==> src/rtl/mem_access_stage_if.sv <==
// rtl/mem_access_stage_if.sv - data-memory req/ack port between the MEM stage and data memory
interface mem_access_stage_if #(
    parameter int DATA_W = 32
);
    logic              dmem_req;
    logic              dmem_we;
    logic [DATA_W-1:0] dmem_addr;
    logic [DATA_W-1:0] dmem_wdata;
    logic              dmem_ack;
    logic [DATA_W-1:0] dmem_rdata;

    modport master (
        output dmem_req, dmem_we, dmem_addr, dmem_wdata,
        input  dmem_ack, dmem_rdata
    );

    modport slave (
        input  dmem_req, dmem_we, dmem_addr, dmem_wdata,
        output dmem_ack, dmem_rdata
    );
endinterface

==> src/rtl/mem_access_stage.sv <==
// rtl/mem_access_stage.sv - MEM pipeline stage: branch resolve, req/ack data access, MEM/WB register
// Optional BUSY watchdog enabled by defining MEM_TIMEOUT_EN.
module mem_access_stage #(
    parameter int DATA_W      = 32,
    parameter int REG_AW      = 5,
    parameter int TIMEOUT_CYC = 16
) (
    input  logic              clk,
    input  logic              rst_n,
    input  logic              in_valid_i,
    input  logic              mem_read_i,
    input  logic              mem_write_i,
    input  logic              write_reg_i,
    input  logic              write_back_i,
    input  logic              branch_i,
    input  logic              alu_zero_i,
    input  logic [DATA_W-1:0] alu_result_i,
    input  logic [DATA_W-1:0] store_data_i,
    input  logic [DATA_W-1:0] branch_target_i,
    input  logic [REG_AW-1:0] rt_or_rd_i,
    output logic              stall_o,
    output logic              pc_src_o,
    output logic [DATA_W-1:0] pc_target_o,
    mem_access_stage_if.master dmem,
    output logic              wb_valid_o,
    output logic              wb_reg_write_o,
    output logic              wb_mem_to_reg_o,
    output logic [REG_AW-1:0] wb_dest_o,
    output logic [DATA_W-1:0] wb_alu_result_o,
    output logic [DATA_W-1:0] wb_load_data_o,
    output logic              misalign_err_o,
    output logic              bus_err_o
);
    typedef enum logic {IDLE = 1'b0, BUSY = 1'b1} state_e;

    if (TIMEOUT_CYC < 2 || TIMEOUT_CYC > 256) begin : g_bad_timeout
        $error("TIMEOUT_CYC must lie in 2..256");
    end

    state_e state_q, state_d;

    logic              mem_op;
    logic              aligned;
    logic              accept;
    logic              timeout_hit;

    logic              dmem_req_q,     dmem_req_d;
    logic              dmem_we_q,      dmem_we_d;
    logic [DATA_W-1:0] dmem_addr_q,    dmem_addr_d;
    logic [DATA_W-1:0] dmem_wdata_q,   dmem_wdata_d;
    logic              lat_wreg_q,     lat_wreg_d;
    logic              lat_m2r_q,      lat_m2r_d;
    logic              lat_load_q,     lat_load_d;
    logic [REG_AW-1:0] lat_dest_q,     lat_dest_d;
    logic              wb_valid_q,     wb_valid_d;
    logic              wb_reg_write_q, wb_reg_write_d;
    logic              wb_m2r_q,       wb_m2r_d;
    logic [REG_AW-1:0] wb_dest_q,      wb_dest_d;
    logic [DATA_W-1:0] wb_alu_q,       wb_alu_d;
    logic [DATA_W-1:0] wb_load_q,      wb_load_d;
    logic              misalign_q,     misalign_d;
    logic              bus_err_q,      bus_err_d;

    assign mem_op  = in_valid_i & (mem_read_i | mem_write_i);
    assign aligned = (alu_result_i[1:0] == 2'b00);
    assign accept  = (state_q == IDLE) & mem_op & aligned;

    assign pc_src_o    = in_valid_i & branch_i & alu_zero_i;
    assign pc_target_o = branch_target_i;

`ifdef MEM_TIMEOUT_EN
    logic [7:0] to_cnt_q, to_cnt_d;

    // Held at zero outside BUSY, so it starts from zero on every entry.
    always_comb begin
        to_cnt_d = '0;
        if (state_q == BUSY && !dmem.dmem_ack) begin
            to_cnt_d = to_cnt_q + 8'd1;
        end
    end

    always_ff @(posedge clk or negedge rst_n) begin
        if (!rst_n) begin
            to_cnt_q <= '0;
        end else begin
            to_cnt_q <= to_cnt_d;
        end
    end

    assign timeout_hit = (state_q == BUSY) && !dmem.dmem_ack
                         && (to_cnt_q == 8'(TIMEOUT_CYC - 1));
`else
    assign timeout_hit = 1'b0;
`endif

    always_ff @(posedge clk or negedge rst_n) begin
        if (!rst_n) begin
            state_q <= IDLE;
        end else begin
            state_q <= state_d;
        end
    end

    always_comb begin
        state_d = state_q;
        case (state_q)
            IDLE:    if (accept) state_d = BUSY;
            BUSY:    if (dmem.dmem_ack || timeout_hit) state_d = IDLE;
            default: state_d = IDLE;
        endcase
    end

    always_comb begin
        stall_o        = 1'b0;
        dmem_req_d     = dmem_req_q;
        dmem_we_d      = dmem_we_q;
        dmem_addr_d    = dmem_addr_q;
        dmem_wdata_d   = dmem_wdata_q;
        lat_wreg_d     = lat_wreg_q;
        lat_m2r_d      = lat_m2r_q;
        lat_load_d     = lat_load_q;
        lat_dest_d     = lat_dest_q;
        wb_valid_d     = wb_valid_q;
        wb_reg_write_d = wb_reg_write_q;
        wb_m2r_d       = wb_m2r_q;
        wb_dest_d      = wb_dest_q;
        wb_alu_d       = wb_alu_q;
        wb_load_d      = wb_load_q;
        misalign_d     = 1'b0;
        bus_err_d      = 1'b0;

        case (state_q)
            IDLE: begin
                if (accept) begin
                    stall_o        = 1'b1;
                    dmem_req_d     = 1'b1;
                    dmem_we_d      = mem_write_i;
                    dmem_addr_d    = alu_result_i;
                    dmem_wdata_d   = store_data_i;
                    lat_wreg_d     = write_reg_i;
                    lat_m2r_d      = write_back_i;
                    lat_load_d     = mem_read_i;
                    lat_dest_d     = rt_or_rd_i;
                    wb_valid_d     = 1'b0;
                    wb_reg_write_d = 1'b0;
                end else begin
                    // A misaligned access reaching here is retired as a squashed instruction.
                    wb_valid_d     = in_valid_i;
                    wb_reg_write_d = in_valid_i & write_reg_i & ~mem_op;
                    wb_m2r_d       = write_back_i;
                    wb_dest_d      = rt_or_rd_i;
                    wb_alu_d       = alu_result_i;
                    misalign_d     = mem_op;
                end
            end
            BUSY: begin
                if (dmem.dmem_ack) begin
                    dmem_req_d     = 1'b0;
                    wb_valid_d     = 1'b1;
                    wb_reg_write_d = lat_wreg_q;
                    wb_m2r_d       = lat_m2r_q;
                    wb_dest_d      = lat_dest_q;
                    wb_alu_d       = dmem_addr_q;
                    if (lat_load_q) wb_load_d = dmem.dmem_rdata;
                end else if (timeout_hit) begin
                    dmem_req_d     = 1'b0;
                    bus_err_d      = 1'b1;
                    wb_valid_d     = 1'b1;
                    wb_reg_write_d = 1'b0;
                    wb_m2r_d       = lat_m2r_q;
                    wb_dest_d      = lat_dest_q;
                    wb_alu_d       = dmem_addr_q;
                end else begin
                    stall_o        = 1'b1;
                    wb_valid_d     = 1'b0;
                    wb_reg_write_d = 1'b0;
                end
            end
            default: ;
        endcase
    end

    always_ff @(posedge clk or negedge rst_n) begin
        if (!rst_n) begin
            dmem_req_q     <= 1'b0;
            dmem_we_q      <= 1'b0;
            dmem_addr_q    <= '0;
            dmem_wdata_q   <= '0;
            lat_wreg_q     <= 1'b0;
            lat_m2r_q      <= 1'b0;
            lat_load_q     <= 1'b0;
            lat_dest_q     <= '0;
            wb_valid_q     <= 1'b0;
            wb_reg_write_q <= 1'b0;
            wb_m2r_q       <= 1'b0;
            wb_dest_q      <= '0;
            wb_alu_q       <= '0;
            wb_load_q      <= '0;
            misalign_q     <= 1'b0;
            bus_err_q      <= 1'b0;
        end else begin
            dmem_req_q     <= dmem_req_d;
            dmem_we_q      <= dmem_we_d;
            dmem_addr_q    <= dmem_addr_d;
            dmem_wdata_q   <= dmem_wdata_d;
            lat_wreg_q     <= lat_wreg_d;
            lat_m2r_q      <= lat_m2r_d;
            lat_load_q     <= lat_load_d;
            lat_dest_q     <= lat_dest_d;
            wb_valid_q     <= wb_valid_d;
            wb_reg_write_q <= wb_reg_write_d;
            wb_m2r_q       <= wb_m2r_d;
            wb_dest_q      <= wb_dest_d;
            wb_alu_q       <= wb_alu_d;
            wb_load_q      <= wb_load_d;
            misalign_q     <= misalign_d;
            bus_err_q      <= bus_err_d;
        end
    end

    assign dmem.dmem_req   = dmem_req_q;
    assign dmem.dmem_we    = dmem_we_q;
    assign dmem.dmem_addr  = dmem_addr_q;
    assign dmem.dmem_wdata = dmem_wdata_q;

    assign wb_valid_o      = wb_valid_q;
    assign wb_reg_write_o  = wb_reg_write_q;
    assign wb_mem_to_reg_o = wb_m2r_q;
    assign wb_dest_o       = wb_dest_q;
    assign wb_alu_result_o = wb_alu_q;
    assign wb_load_data_o  = wb_load_q;
    assign misalign_err_o  = misalign_q;
    assign bus_err_o       = bus_err_q;
endmodule

==> src/flat_wrapper.sv <==
// flat-port wrapper written by rule: the top's interface ports become plain ports
module mem_access_stage_flat 
#(
    parameter int DATA_W      = 32,
    parameter int REG_AW      = 5,
    parameter int TIMEOUT_CYC = 16
)
  (clk, rst_n, in_valid_i, mem_read_i, mem_write_i, write_reg_i, write_back_i, branch_i, alu_zero_i, alu_result_i, store_data_i, branch_target_i, rt_or_rd_i, stall_o, pc_src_o, pc_target_o, wb_valid_o, wb_reg_write_o, wb_mem_to_reg_o, wb_dest_o, wb_alu_result_o, wb_load_data_o, misalign_err_o, bus_err_o, dmem_dmem_req, dmem_dmem_we, dmem_dmem_addr, dmem_dmem_wdata, dmem_dmem_ack, dmem_dmem_rdata);
  mem_access_stage_if #(.DATA_W(DATA_W)) dmem_i ();
  input  logic clk;
  input  logic rst_n;
  input  logic in_valid_i;
  input  logic mem_read_i;
  input  logic mem_write_i;
  input  logic write_reg_i;
  input  logic write_back_i;
  input  logic branch_i;
  input  logic alu_zero_i;
  input  logic [DATA_W-1:0] alu_result_i;
  input  logic [DATA_W-1:0] store_data_i;
  input  logic [DATA_W-1:0] branch_target_i;
  input  logic [REG_AW-1:0] rt_or_rd_i;
  output logic stall_o;
  output logic pc_src_o;
  output logic [DATA_W-1:0] pc_target_o;
  output logic wb_valid_o;
  output logic wb_reg_write_o;
  output logic wb_mem_to_reg_o;
  output logic [REG_AW-1:0] wb_dest_o;
  output logic [DATA_W-1:0] wb_alu_result_o;
  output logic [DATA_W-1:0] wb_load_data_o;
  output logic misalign_err_o;
  output logic bus_err_o;
  output wire logic [$bits(dmem_i.dmem_req)-1:0] dmem_dmem_req;
  output wire logic [$bits(dmem_i.dmem_we)-1:0] dmem_dmem_we;
  output wire logic [$bits(dmem_i.dmem_addr)-1:0] dmem_dmem_addr;
  output wire logic [$bits(dmem_i.dmem_wdata)-1:0] dmem_dmem_wdata;
  input wire logic [$bits(dmem_i.dmem_ack)-1:0] dmem_dmem_ack;
  input wire logic [$bits(dmem_i.dmem_rdata)-1:0] dmem_dmem_rdata;
  assign dmem_dmem_req = dmem_i.dmem_req;
  assign dmem_dmem_we = dmem_i.dmem_we;
  assign dmem_dmem_addr = dmem_i.dmem_addr;
  assign dmem_dmem_wdata = dmem_i.dmem_wdata;
  assign dmem_i.dmem_ack = dmem_dmem_ack;
  assign dmem_i.dmem_rdata = dmem_dmem_rdata;
  mem_access_stage #(.DATA_W(DATA_W), .REG_AW(REG_AW), .TIMEOUT_CYC(TIMEOUT_CYC)) u_core (.clk(clk), .rst_n(rst_n), .in_valid_i(in_valid_i), .mem_read_i(mem_read_i), .mem_write_i(mem_write_i), .write_reg_i(write_reg_i), .write_back_i(write_back_i), .branch_i(branch_i), .alu_zero_i(alu_zero_i), .alu_result_i(alu_result_i), .store_data_i(store_data_i), .branch_target_i(branch_target_i), .rt_or_rd_i(rt_or_rd_i), .stall_o(stall_o), .pc_src_o(pc_src_o), .pc_target_o(pc_target_o), .dmem(dmem_i), .wb_valid_o(wb_valid_o), .wb_reg_write_o(wb_reg_write_o), .wb_mem_to_reg_o(wb_mem_to_reg_o), .wb_dest_o(wb_dest_o), .wb_alu_result_o(wb_alu_result_o), .wb_load_data_o(wb_load_data_o), .misalign_err_o(misalign_err_o), .bus_err_o(bus_err_o));
endmodule
==> config.mk <==
export PLATFORM = sky130hd
export DESIGN_NAME = mem_access_stage_flat
export DESIGN_NICKNAME = d
export VERILOG_FILES = /design/src/rtl/mem_access_stage_if.sv /design/src/rtl/mem_access_stage.sv /design/src/flat_wrapper.sv
export SDC_FILE = /design/constraint.sdc
export NUM_CORES = 1
export LEC_CHECK = 0
export CAP_MARGIN = 40
export CELL_PAD_IN_SITES_DETAIL_PLACEMENT = 1
export CELL_PAD_IN_SITES_GLOBAL_PLACEMENT = 2
export CORE_MARGIN = 2
export CORE_UTILIZATION = 27
export DETAILED_ROUTE_END_ITERATION = 7
export PLACE_DENSITY = 0.9
export REMOVE_ABC_BUFFERS = 1
export SYNTH_ARGS = -nofsm -noshare
export SYNTH_HDL_FRONTEND = slang
export SYNTH_SLANG_ARGS = --single-unit
export TNS_END_PERCENT = 20
==> constraint.sdc <==
create_clock -name clk -period 3.9 [get_ports clk]
set_input_delay 0.975 -clock clk [delete_from_list [all_inputs] [get_ports clk]]
set_output_delay 0.975 -clock clk [all_outputs]
set_load 0.03 [all_outputs]
==> results of run 1 <==
## power groups by stage
stage | Combinational, uW | Clock, uW | Sequential, uW
detailed placement | 2300 | 0 | 2200
global placement | 2270 | 0 | 2170
CTS | 2310 | 1780 | 2170
floorplan | 456 | 0 | 2920
global route | 2390 | 1850 | 2230
finish | 2280 | 1720 | 2170
## path summary, 6_finish.rpt
path | startpoint | end | slack (ns)
max | in_valid_i | pc_src_o | 0.47
min reg2reg | u_core.dmem.dmem_req$_DFFE_PN0P_ | u_core.dmem.dmem_req$_DFFE_PN0P_ | 0.50
min in group asynchronous | rst_n | u_core.wb_load_data_o[7]$_DFFE_PN0P_ | 0.56
max reg2reg | u_core.state_q$_DFF_PN0_ | u_core.dmem.dmem_addr[23]$_DFFE_PN0P_ | 2.00
max in group asynchronous | rst_n | u_core.wb_alu_result_o[10]$_DFFE_PN0P_ | 2.52
min | u_core.dmem.dmem_req$_DFFE_PN0P_ | u_core.dmem.dmem_req$_DFFE_PN0P_ | 0.50
## synthesized netlist by cell type
| master | number | area, um2 |
|---|---|---|
| dfrtp_1 | 148 | 3704 |
| mux2_2 | 103 | 1160 |
| nor2_1 | 40 | 150.1 |
| a221o_1 | 38 | 380.4 |
| mux2i_1 | 38 | 380.4 |
| buf_4 | 33 | 247.7 |
| buf_2 | 16 | 80.08 |
| buf_6 | 8 | 90.09 |
| clkbuf_1 | 5 | 18.77 |
| nand3_1 | 3 | 15.01 |
| nor2b_1 | 2 | 12.51 |
| a21o_1 | 1 | 7.510 |
| a22o_1 | 1 | 8.760 |
| a31oi_2 | 1 | 12.51 |
| and3_1 | 1 | 6.260 |
| and4_1 | 1 | 8.760 |
| conb_1 | 1 | 3.750 |
| inv_2 | 1 | 3.750 |
| nand2_1 | 1 | 3.750 |
| nor4b_1 | 1 | 8.760 |
| o21ai_0 | 1 | 5.000 |
| o21bai_1 | 1 | 7.510 |
| or2_1 | 1 | 6.260 |
## worst max-delay path: stages
cell             delay [ns]
clkdlybuf4s50_1        0.61
and3_1                 0.20
clkdlybuf4s50_1        0.66
## area by class of cell
type,instances,area (um2)
fillers,2382,13270
flip-flops and latches,148,3704
clock inverters,14,175.2
repair buffers,259,2604
clock buffers,18,439.2
inverters,1,3.754
well taps,313,391.6
multi-input cells,235,2188
## per-stage QoR
| stage | setup TNS (ns) | hold slack [ns] | instances | cell area, um2 |
|---|---|---|---|---|
| final | 0 | 0.4999 | 988 | 9505 |
| after global routing | 0 | 0.5194 | 988 | 9505 |
| after CTS | 0 | 0.5002 | 988 | 9505 |
| after detailed placement | 0 | 0.4858 | 956 | 8891 |
| after global placement | 0 | 0.4636 | 956 | 8891 |
| after floorplan | -24.16 | 0.4764 | 384 | 5884 |
## registers in the layout, summed over array words and instances, names as in the netlist
signal	cells
u_core.dmem.dmem_addr	32
u_core.dmem.dmem_wdata	32
u_core.wb_alu_result_o	32
u_core.wb_load_data_o	32
u_core.lat_dest_q	5
u_core.wb_dest_o	5
u_core.dmem.dmem_req	1
u_core.dmem.dmem_we	1
u_core.lat_load_q	1
u_core.lat_m2r_q	1
u_core.lat_wreg_q	1
u_core.misalign_err_o	1
u_core.state_q	1
u_core.wb_mem_to_reg_o	1
u_core.wb_reg_write_o	1
u_core.wb_valid_o	1
## per-layer routing
metal | share of wire (%) | track usage (%)
met2 | 48 | 24.44
met3 | 9.9 | 7.957
met4 | 0.65 | 3.888
met1 | 41 | 19.25
met5 | 0 | 0.2070
## kinds of logic (layout without fill, tap and decap cells)
kind of cell,count (synthesis),in the layout,share of synthesized area (%)
buf+inv,63,292,6.968
mux,141,141,24.37
compound gates,43,43,6.671
simple gates,50,50,3.345
other cells,1,1,0.05933
flops,148,148,58.59
## cell usage in the layout (no fill, tap or decap), types with 2 or more instances in the layout
cell type,count
buf_4,6
mux2_2,103
a221o_1,38
buf_12,3
clkinvlp_4,2
dfrtp_1,148
clkinv_2,3
mux2i_1,38
nand3_1,3
clkdlybuf4s50_1,248
clkbuf_16,17
nor2_1,40
nor2b_1,2
inv_6,2
bufinv_16,3
clkinv_4,3
==> results.json, run 1 <==
{
  "io_pins": 317,
  "dpl.hpwl_um": 13670,
  "crit_required_ns": 2.92,
  "whs_path_depth": 1,
  "die_h_um": 157.0,
  "power_density_nw_per_um2": 648.6,
  "start_util_pct": 27.75,
  "outcome": "completed",
  "drtIter0Drc": 196,
  "fp.dieW_um": 157.0,
  "gp_congestion": 0.6865,
  "ctsHtreeMaxLevel": 4,
  "syn_area_um2": 6321,
  "rsz0062_at_grt": "no",
  "crit_path_end_kind": "output port",
  "avgRoutedWirePerCell_um": 19.46,
  "min_period_ns": 3.425,
  "overflow": 0,
  "fmax_mhz": 292.0,
  "grt_pass1_wl_um": 29310,
  "antenna_found_initial": 0,
  "cts-resized-gates": 0,
  "clock-skew-final_ns": 0.009583,
  "synth-seq-cells": 148,
  "cts_tree": "built",
  "hold_viol_final": 0,
  "finalMaxSlewViolations": 0,
  "worst_pin_slew_ns": 0.7126,
  "antenna_cells": 0,
  "hold_path_class": "flip-flop to flip-flop",
  "fin_util_pct": 41.73,
  "grt_max_degree": 113,
  "clock_path_buffers": 2,
  "setup_viol_count_final": 0,
  "power_uw": 6165,
  "yosysSeqAreaShare_pct": 58.59,
  "fin_nets": 805,
  "comb_power_share_pct": 37.0,
  "cts_inserted_buffers": 17,
  "syn_inst": 446,
  "portBuffers": 251,
  "dr.pass1.iters": 4,
  "clock_latency_ns": 0.41,
  "ant_nets": 0,
  "syn_avg_cell_area_um2": 14.17,
  "routed_via_density": 4.577,
  "start_kind": "input pin",
  "pwr-share-seq_pct": 35.1,
  "grt_pass1_vias": 4974,
  "path_class": "input pin to output port",
  "power_leakage_uw": 0.003985,
  "drc_errors": 0,
  "slew_headroom_pct": 52.49,
  "drive_above_1_share_pct": 22.07,
  "syn2layout_area_growth_pct": 50.38,
  "ff2ff_path_depth": 4,
  "p_int_uw": 4029,
  "fin_ws_ns": 0.4749,
  "routed_wl_um": 19230,
  "postCtsHoldBufs": 0,
  "post-cts-setup-buffers": 0,
  "clockPowerShare_pct": 27.9,
  "critPathMaxFanout": 6,
  "rows": 55,
  "ir_drop_v": 0.0002404,
  "synth_cell_types": 23,
  "switching_share_pct": 34.65,
  "cts_root_buffer": "clkbuf_16",
  "vias": 4522,
  "die_area_um2": 24650,
  "cts.sinks": 148,
  "final_min_period_over_clock_period_pct": 87.82,
  "yosys_warnings": 0,
  "maxCapViolCount": 0,
  "p_switching_uw": 2136,
  "dp_slack_ns": 0.4770,
  "grt_usage_pct": 15.67,
  "cp.arrival_ns": 2.45,
  "cts.clk_slew.worst_paths_ns": 0.06,
  "fp.coreArea_um2": 22780
}
Power figures use the tool's default switching activity.
==> run 2, diff against run 1 <==
- ABC_CLOCK_PERIOD_IN_PS: not set -> 3900
- CTS_CLUSTER_DIAMETER: not set -> 40
==> results of run 2 <==
Same layout as run 1: the final DEF is identical, and so are final timing and power.
==> run 3, diff against run 2 <==
- SLEW_MARGIN: not set -> 10
==> results of run 3 <==
Same layout as run 1: the final DEF is identical, and so are final timing and power.
==> edit: new RTL, flow settings as in run 1 <==
The option `MEM_TIMEOUT_EN` is turned on by a define.
--- a/src/rtl/mem_access_stage.sv
+++ b/src/rtl/mem_access_stage.sv
@@ -2,2 +2,4 @@
 // Optional BUSY watchdog enabled by defining MEM_TIMEOUT_EN.
+`define MEM_TIMEOUT_EN
+
 module mem_access_stage #(
Behaviour: same outputs for any inputs over 4 cycles, from zero or initial values and one cycle with rst_n low; that may be too few to reach the edited logic, so the function may still have changed.
==> edit against run 1 <==
Synthesized cell count grew 41%. Routed wire length grew 7.9%. Total power shrank 7.4%. First-iteration DRC count grew 0.51%. Hold slack lost 0.028 ns. Sequential cell count grew 9. Synthesized area grew 4.1%. Worst setup slack is essentially flat. Design area grew 3.1%. Sequential share of layout area grew 1.1 points. Combinational power shrank 17%. Clock skew grew 0.0047 ns.
==> edit: results (changes against run 1) <==
* Status: complete, no violations (unchanged)
* Met3 WL at 2.17 mm (was 1.91 mm)
* Synth area leaders: dfrtp_1 60%, nand2_1 12%, mux2i_1 5.8%, mux2_2 5.5%, buf_4 3.7% (was dfrtp_1 59%, mux2_2 18%, a221o_1 6.0%, mux2i_1 6.0%, buf_4 3.9%)
* Vias at 5245 (was 4522)
* First-pass GRT wire length at 32.6 mm (was 29.3 mm)
* Cell variety after synth at 29 (was 23)
* Iteration-0 DRC Markers at 197 (was 196)
* GRT Util Overall at 16.3% (was 15.7%)
* Port Buffer Count at 252 (was 251)
* Crit. Startpoint: mem_read_i (was in_valid_i)
* Hold endpoint: u_core.dmem.dmem_wdata[22]$_DFFE_PN0P_ (was u_core.dmem.dmem_req$_DFFE_PN0P_)
* Vias in the first global route at 5675 (was 4974)
* Tmin final at 3.42 ns (was 3.43 ns)
* Met2 wire len at 9.43 mm (was 9.31 mm)
* DRT Pass-1 Iters at 4 (unchanged)
* Largest net degree at the start of global routing at 110 (was 113)
* Capturing point of the worst reg2reg path: u_core.wb_alu_result_o[31]$_DFFE_PN0P_ (was u_core.dmem.dmem_addr[23]$_DFFE_PN0P_)
* Peak VDD IR at 0.262 mV (was 0.240 mV)
* Reg2reg setup slack at 1.59 ns (was 2.00 ns)
* Critical Path Max Stage Delay at 0.53 ns (was 0.66 ns)
* Seq/Total Area, Yosys at 59.7% (was 58.6%)
* Critical path fanouts, max at 4 (was 6)
* Synth Area in Adders at 0.190% (was 0%)
* Most instantiated cells after synthesis: 214 x nand2_1, 157 x dfrtp_1, 40 x o21ai_1 (was 148 x dfrtp_1, 103 x mux2_2, 40 x nor2_1)
* Pleak at 4.33 nW (was 3.99 nW)
* Critical path's slowest cell: or4_4 (was clkdlybuf4s50_1)
* Xor and xnor fraction of the mapped netlist area at 0.799% (was 0%)
* R2r worst-path depth at 6 (was 4)
* TritonCTS buffer count at 17 (unchanged)
* RD Place Congestion at 0.737 (was 0.687)
* Least-Margin Pin Slew at 0.643 ns (was 0.713 ns)
* Worst hold path depth at 2 (was 1)
* Post-synthesis compound-gate area fraction at 6.41% (was 6.67%)
* DP Worst Slack at 0.464 ns (was 0.477 ns)
* Routed met1 length at 8.98 mm (was 7.89 mm)
* Worst setup path end: stall_o (was pc_src_o)
* Hold Startpoint: u_core.dmem.dmem_wdata[22]$_DFFE_PN0P_ (was u_core.dmem.dmem_req$_DFFE_PN0P_)
* Detail Placement HPWL at 14.5 mm (was 13.7 mm)
* Nets at 987 (was 805)
* Share of cells above drive strength 1 at 9.81% (was 22.1%)
* H-tree Lvls at 4 (unchanged)
* Skew final at 0.0143 ns (was 0.00958 ns)
* Mux cell area share after synthesis at 11.3% (was 24.4%)
-- edit: changes by cell type in the layout (fill, tap and decap cells not counted), moves of 3 or more --
| cell | run 1 | this run |
|---|---|---|
| a221o_1 | 38 | 0 |
| dfrtp_1 | 148 | 156 |
| mux2_2 | 103 | 32 |
| nand2_1 | 1 | 214 |
| nand3_1 | 3 | 6 |
| nor2_1 | 40 | 11 |
| o21ai_0 | 1 | 39 |
| o21ai_1 | 0 | 40 |
| xor2_1 | 0 | 4 |
-- edit: metrics by stage --
stage                     hold slack (ns)  cells  area, µm²  TNS, ns
after floorplan                     0.445    561       6140  -224.12
after global placement              0.456   1147       9200        0
after detailed placement            0.463   1148       9220        0
after CTS                           0.478   1180       9800        0
after global routing                0.497   1180       9800        0
final                               0.472   1180       9800        0
-- edit: worst reg2reg max path: cells and delay by family (launching register included) --
family | cells | cell delay [ns]
DFF | 1 | 0.77
AOI/OAI and AO/OA | 3 | 0.74
and+or+nand+nor | 1 | 0.23
buffers and inverters | 2 | 0.48
-- edit: routing by layer --
metal / track usage (%) / vias to the layer above
met2: 25.4 / 206
met4: 3.32 / 0
met1: 20.1 / 2575
met5: 0 / -
met3: 8.55 / 12
li1: - / 2452
-- edit: final cells by class --
| cell class | count | area (µm²) |
|---|---|---|
| timing repair buffer | 263 | 2650 |
| sequential | 157 | 3930 |
| clock inverter | 13 | 130 |
| clock buffer | 19 | 453 |
| fill | 2738 | 14300 |
| multi-input combinational | 403 | 2220 |
| tap | 324 | 405 |
| inverter | 1 | 3.75 |
-- edit: where the power goes --
part | total [mW] | internal (mW) | switching, mW
registers | 2.15 | 1.96 | 0.190
clock network | 1.66 | 0.929 | 0.726
logic | 1.90 | 0.837 | 1.07
